==> src/rtl/ibex_rf_writeback.sv <==
`default_nettype none
// ============================================================================
// Module   : ibex_rf_writeback
// Purpose  : Write-port sequencer for the Ibex register file. Zeroes every
//            architectural register after reset or on request, then
//            arbitrates between EX results and late LSU load data, using a
//            one-entry skid buffer so the older load always lands first.
// Revision : 1.0 - initial release
// ============================================================================
module ibex_rf_writeback #(
  parameter int unsigned DataWidth = 32,
  parameter bit          RV32E     = 1'b0
) (
  input  logic                 clk_i,
  input  logic                 rst_i,
  input  logic                 init_req_i,
  output logic                 init_done_o,
  input  logic                 ex_valid_i,
  input  logic [4:0]           ex_waddr_i,
  input  logic [DataWidth-1:0] ex_wdata_i,
  output logic                 ex_ready_o,
  input  logic                 lsu_valid_i,
  input  logic [4:0]           lsu_waddr_i,
  input  logic [DataWidth-1:0] lsu_wdata_i,
  output logic                 lsu_ready_o,
  output logic [4:0]           waddr_a_o,
  output logic [DataWidth-1:0] wdata_a_o,
  output logic                 we_a_o,
  output logic                 illegal_waddr_o
);

  // Highest architectural register index; the zeroing sweep stops here.
  localparam logic [4:0] c_last_addr = RV32E ? 5'd15 : 5'd31;

  typedef enum logic [0:0] {
    ST_INIT = 1'b0,
    ST_RUN  = 1'b1
  } state_e;

  state_e               r_state, w_state_nxt;
  logic [4:0]           r_cnt, w_cnt_nxt;
  logic                 r_buf_valid, w_buf_valid_nxt;
  logic [4:0]           r_buf_addr, w_buf_addr_nxt;
  logic [DataWidth-1:0] r_buf_data, w_buf_data_nxt;
  logic                 r_init_req, w_init_req_nxt;
  logic                 r_we, w_we_nxt;
  logic [4:0]           r_waddr, w_waddr_nxt;
  logic [DataWidth-1:0] r_wdata, w_wdata_nxt;
  logic                 r_illegal, w_illegal_nxt;
  logic                 w_run;
  logic                 w_ex_acc;

  // Address beyond the 16-entry file when built as RV32E.
  function automatic logic f_illegal(input logic [4:0] addr);
    return RV32E && addr[4];
  endfunction

  // Writes that must never reach the file: x0 or an out-of-range register.
  function automatic logic f_drop(input logic [4:0] addr);
    return (addr == 5'd0) || f_illegal(addr);
  endfunction

  assign w_run       = (r_state == ST_RUN);
  assign init_done_o = w_run;
  assign lsu_ready_o = w_run;
  assign ex_ready_o  = w_run && !r_buf_valid && !r_init_req;
  assign w_ex_acc    = ex_valid_i && ex_ready_o;

  assign we_a_o          = r_we;
  assign waddr_a_o       = r_waddr;
  assign wdata_a_o       = r_wdata;
  assign illegal_waddr_o = r_illegal;

  // Next-state and write-port selection; LSU beats buffer beats fresh EX.
  always_comb begin
    w_state_nxt     = r_state;
    w_cnt_nxt       = r_cnt;
    w_buf_valid_nxt = r_buf_valid;
    w_buf_addr_nxt  = r_buf_addr;
    w_buf_data_nxt  = r_buf_data;
    w_init_req_nxt  = r_init_req;
    w_we_nxt        = 1'b0;
    w_waddr_nxt     = r_waddr;
    w_wdata_nxt     = r_wdata;
    w_illegal_nxt   = 1'b0;

    case (r_state)
      ST_INIT: begin
        w_we_nxt    = 1'b1;
        w_waddr_nxt = r_cnt;
        w_wdata_nxt = '0;
        w_cnt_nxt   = r_cnt + 5'd1;
        if (r_cnt == c_last_addr) begin
          w_state_nxt = ST_RUN;
        end
      end

      default: begin
        if (init_req_i) begin
          w_init_req_nxt = 1'b1;
        end

        if (lsu_valid_i) begin
          // The load belongs to the older instruction, so it goes first and
          // any EX result accepted alongside it is parked in the buffer.
          w_we_nxt      = !f_drop(lsu_waddr_i);
          w_waddr_nxt   = lsu_waddr_i;
          w_wdata_nxt   = lsu_wdata_i;
          w_illegal_nxt = f_illegal(lsu_waddr_i);
          if (w_ex_acc) begin
            w_illegal_nxt = w_illegal_nxt || f_illegal(ex_waddr_i);
            if (!f_drop(ex_waddr_i)) begin
              w_buf_valid_nxt = 1'b1;
              w_buf_addr_nxt  = ex_waddr_i;
              w_buf_data_nxt  = ex_wdata_i;
            end
          end
        end else if (r_buf_valid) begin
          w_we_nxt        = 1'b1;
          w_waddr_nxt     = r_buf_addr;
          w_wdata_nxt     = r_buf_data;
          w_buf_valid_nxt = 1'b0;
        end else if (w_ex_acc) begin
          w_we_nxt      = !f_drop(ex_waddr_i);
          w_waddr_nxt   = ex_waddr_i;
          w_wdata_nxt   = ex_wdata_i;
          w_illegal_nxt = f_illegal(ex_waddr_i);
        end

        // Re-zeroing waits until nothing older is left to write.
        if (r_init_req && !r_buf_valid && !lsu_valid_i) begin
          w_state_nxt    = ST_INIT;
          w_cnt_nxt      = 5'd1;
          w_init_req_nxt = 1'b0;
        end
      end
    endcase
  end

  // State, skid buffer and registered write port.
  always_ff @(posedge clk_i) begin
    if (rst_i) begin
      r_state     <= ST_INIT;
      r_cnt       <= 5'd1;
      r_buf_valid <= 1'b0;
      r_buf_addr  <= 5'd0;
      r_buf_data  <= '0;
      r_init_req  <= 1'b0;
      r_we        <= 1'b0;
      r_waddr     <= 5'd0;
      r_wdata     <= '0;
      r_illegal   <= 1'b0;
    end else begin
      r_state     <= w_state_nxt;
      r_cnt       <= w_cnt_nxt;
      r_buf_valid <= w_buf_valid_nxt;
      r_buf_addr  <= w_buf_addr_nxt;
      r_buf_data  <= w_buf_data_nxt;
      r_init_req  <= w_init_req_nxt;
      r_we        <= w_we_nxt;
      r_waddr     <= w_waddr_nxt;
      r_wdata     <= w_wdata_nxt;
      r_illegal   <= w_illegal_nxt;
    end
  end

endmodule
`default_nettype wire
==> config.mk <==
export PLATFORM = sky130hd
export DESIGN_NAME = ibex_rf_writeback
export DESIGN_NICKNAME = d
export VERILOG_FILES = /design/src/rtl/ibex_rf_writeback.sv
export SDC_FILE = /design/constraint.sdc
export NUM_CORES = 1
export LEC_CHECK = 0
export CORE_AREA = 2 2 93 130
export CTS_CLUSTER_SIZE = 30
export DETAILED_ROUTE_END_ITERATION = 7
export DIE_AREA = 0 0 95 132
export GPL_ROUTABILITY_DRIVEN = 0
export SYNTH_ARGS = -nofsm -noshare
export SYNTH_HDL_FRONTEND = slang
export SYNTH_SLANG_ARGS = --single-unit
==> constraint.sdc <==
create_clock -name clk_i -period 4.9 [get_ports clk_i]
set_input_delay 0.49 -clock clk_i [delete_from_list [all_inputs] [get_ports clk_i]]
set_output_delay 0.49 -clock clk_i [all_outputs]
set_load 0.01 [all_outputs]
==> impl_metrics.env <==
export IMPL_drtIter0Drc=157
export IMPL_multi_input_area_sq_um=2010
export IMPL_core_area_sq_um=11300
export IMPL_fin_nets=607
export IMPL_design_die_area_sq_um=12500
export IMPL_syn_inst=430
export IMPL_synth_most_common_cell="nand2_1"
export IMPL_synth_seq_area_share_pct=42.8
export IMPL_yosysWarnings=0
export IMPL_r2r_setup_slack_ns=2.27
export IMPL_num_rows=46
export IMPL_cts_made_buffers=9
export IMPL_grt_ovfl_total=0
export IMPL_grt_max_degree=80
export IMPL_critPathMaxFanout=70
export IMPL_antenna_found_initial=0
export IMPL_cts_tree="yes"
export IMPL_ys_top_cells_by_area="dfxtp_1 43%, mux2i_1 18%, nand2_1 11%"
export IMPL_hold_class="reg -> reg"
export IMPL_synthArstFlopShare_pct=0
export IMPL_n_antenna_cell=0
export IMPL_initial_utilization_pct=34.3
export IMPL_synth_edf_count=0
export IMPL_fin_skew_ns=0.00686
export IMPL_status="complete, no violations"
export IMPL_firstDrtPassIters=4
export IMPL_instances_no_fill=675
export IMPL_place_inst=659
export IMPL_synth_top_cell_by_area="dfxtp_1"
export IMPL_finalSetupViolCount=0
export IMPL_drt_antenna_violating_nets=0
export IMPL_hold_buffers=0
export IMPL_final_setup_tns_ns=0
export IMPL_cts_resized=0
export IMPL_h_tree_depth=3
export IMPL_viasPerCell=5.01
export IMPL_cp_arrival_ns=2.99
export IMPL_cts_sinks=83
export IMPL_worst_setup_path_type="in -> reg"
export IMPL_stdcell_area_sq_um=5390
export IMPL_crit_required_ns=5.15
export IMPL_postSynthAreaPerCell_sq_um=9.03
export IMPL_grt_usage_pct=17.4
export IMPL_grt_pass1_vias=3463
export IMPL_synth_top_cell_area_share_pct=42.8
export IMPL_place_ws_ns=1.78
export IMPL_synth_top_flop_cell="dfxtp_1"
export IMPL_drive_gt1_share_pct=4.90
export IMPL_path_clk_slew_ns=0.06
export IMPL_port_buffers=119
export IMPL_ir_drop_v=0.000175
export IMPL_ys_ff_latch=83
export IMPL_grt_pass1_wl_um=17200
export IMPL_die_w_um=95
export IMPL_relSlewSlack_pct=22.1
export IMPL_startpoint_type="input port"
export IMPL_fin_ws_ns=2.16
export IMPL_syn_area_sq_um=3880
export IMPL_ys_types=42
export IMPL_cts_buffer_depth=2
export IMPL_worst_pin_slew_ns=1.17
export IMPL_die_y_um=132
export IMPL_vias=3380
export IMPL_cap_violations=0
export IMPL_routed_wl_um=10400
export IMPL_place_area_sq_um=5080
export IMPL_drc=0
export IMPL_drv_slew=0
export IMPL_hold_viol=0
export IMPL_power_mw=1.52
export IMPL_clk_latency_ns=0.34
export IMPL_ff_latch_area_sq_um=1660
export IMPL_cts_root_buffer="clkbuf_16"
export IMPL_fmax_mhz=365
export IMPL_rsz0062_at_grt="no"
export IMPL_p_per_area_nw_per_um2=283
export IMPL_syn_to_final_growth_pct=38.7
export IMPL_p_leak_nw=1.88
export IMPL_end_kind="register"
export IMPL_syn_nets=511
export IMPL_layout_min_cycle_time_ns=2.74
export IMPL_post_drt_wl_per_cell_um=15.3
export IMPL_cts_setup_buffers=0
export IMPL_period_share_pct=55.9
export IMPL_dp_hpwl_um=7180
export IMPL_yosys_top_cells_count="113 x nand2_1, 83 x dfxtp_1, 69 x mux2i_1"
export IMPL_ios=121
export IMPL_final_fill_count=1044
[cells in the final DEF, fill, tap and decap left out, types with 5 or more instances in the layout]
master,instances
o21ai_0,32
clkdlybuf4s50_1,118
nand2_1,113
o31ai_1,5
a22o_1,32
dfxtp_1,82
clkbuf_16,9
mux2i_1,69
a21oi_1,11
[per-stage QoR]
stage                     utilization, %  hold WS (ns)
after floorplan                        -         0.431
after global placement              44.8         0.442
after detailed placement            44.8         0.450
after CTS                           47.5         0.458
after global routing                47.5         0.470
final                               47.5         0.456
[flip-flops by register name, summed over array words and instances, names as in the netlist]
signal       count
init_done_o      1
r_buf_addr       5
r_buf_data      32
r_buf_valid      1
r_cnt            5
r_init_req       1
waddr_a_o        5
wdata_a_o       32
we_a_o           1
[final timing paths]
path	start	endpoint	cells past startpoint
setup / recovery	lsu_valid_i	r_buf_data[25]	4
hold reg to reg	r_buf_data[7]	r_buf_data[7]	2
setup reg to reg	init_done_o	r_buf_data[25]	3
hold / removal	r_buf_data[7]	r_buf_data[7]	2
[cell families (layout without fill, tap and decap cells)]
| family | count (synthesis) | in the layout | synth area share (%) |
|---|---|---|---|
| buffers and inverters | 41 | 142 | 5.73 |
| AND/OR/NAND/NOR | 135 | 135 | 14.7 |
| adder cells (fa/ha/maj) | 2 | 2 | 0.644 |
| AO/OA/AOI/OAI | 94 | 94 | 16.8 |
| other | 1 | 1 | 0.0966 |
| flip-flops | 83 | 83 | 42.8 |
| multiplexers | 74 | 74 | 19.2 |
[worst max-delay path: stages]
cell and delay [ns]:
buf_2 0.76, and2_1 0.37, o2111a_2 1.03, mux2i_1 0.29
[routing by layer]
metal | GRT usage [%] | part of all wire [%]
met4 | 6.20 | 2.1
met5 | 0 | 0
met2 | 30.4 | 52
met1 | 20.2 | 41
met3 | 4.29 | 5.1
[power breakdown]
part	switching (mW)	internal [mW]	total, mW
sequential	0.00491	0.680	0.685
clock	0.258	0.437	0.695
combinational	0.0605	0.0837	0.144
total	0.323	1.20	1.52
[cell type report]
class	instances	share of cell area (%)
Clock buffer	15	5.16
Sequential cell	83	30.9
Timing Repair Buffer	123	22.6
Multi-Input combinational cell	306	37.3
Inverter	3	0.209
Tap cell	144	3.34
Clock inverter	1	0.557
No activity file was read; power rests on OpenSTA's default activity.
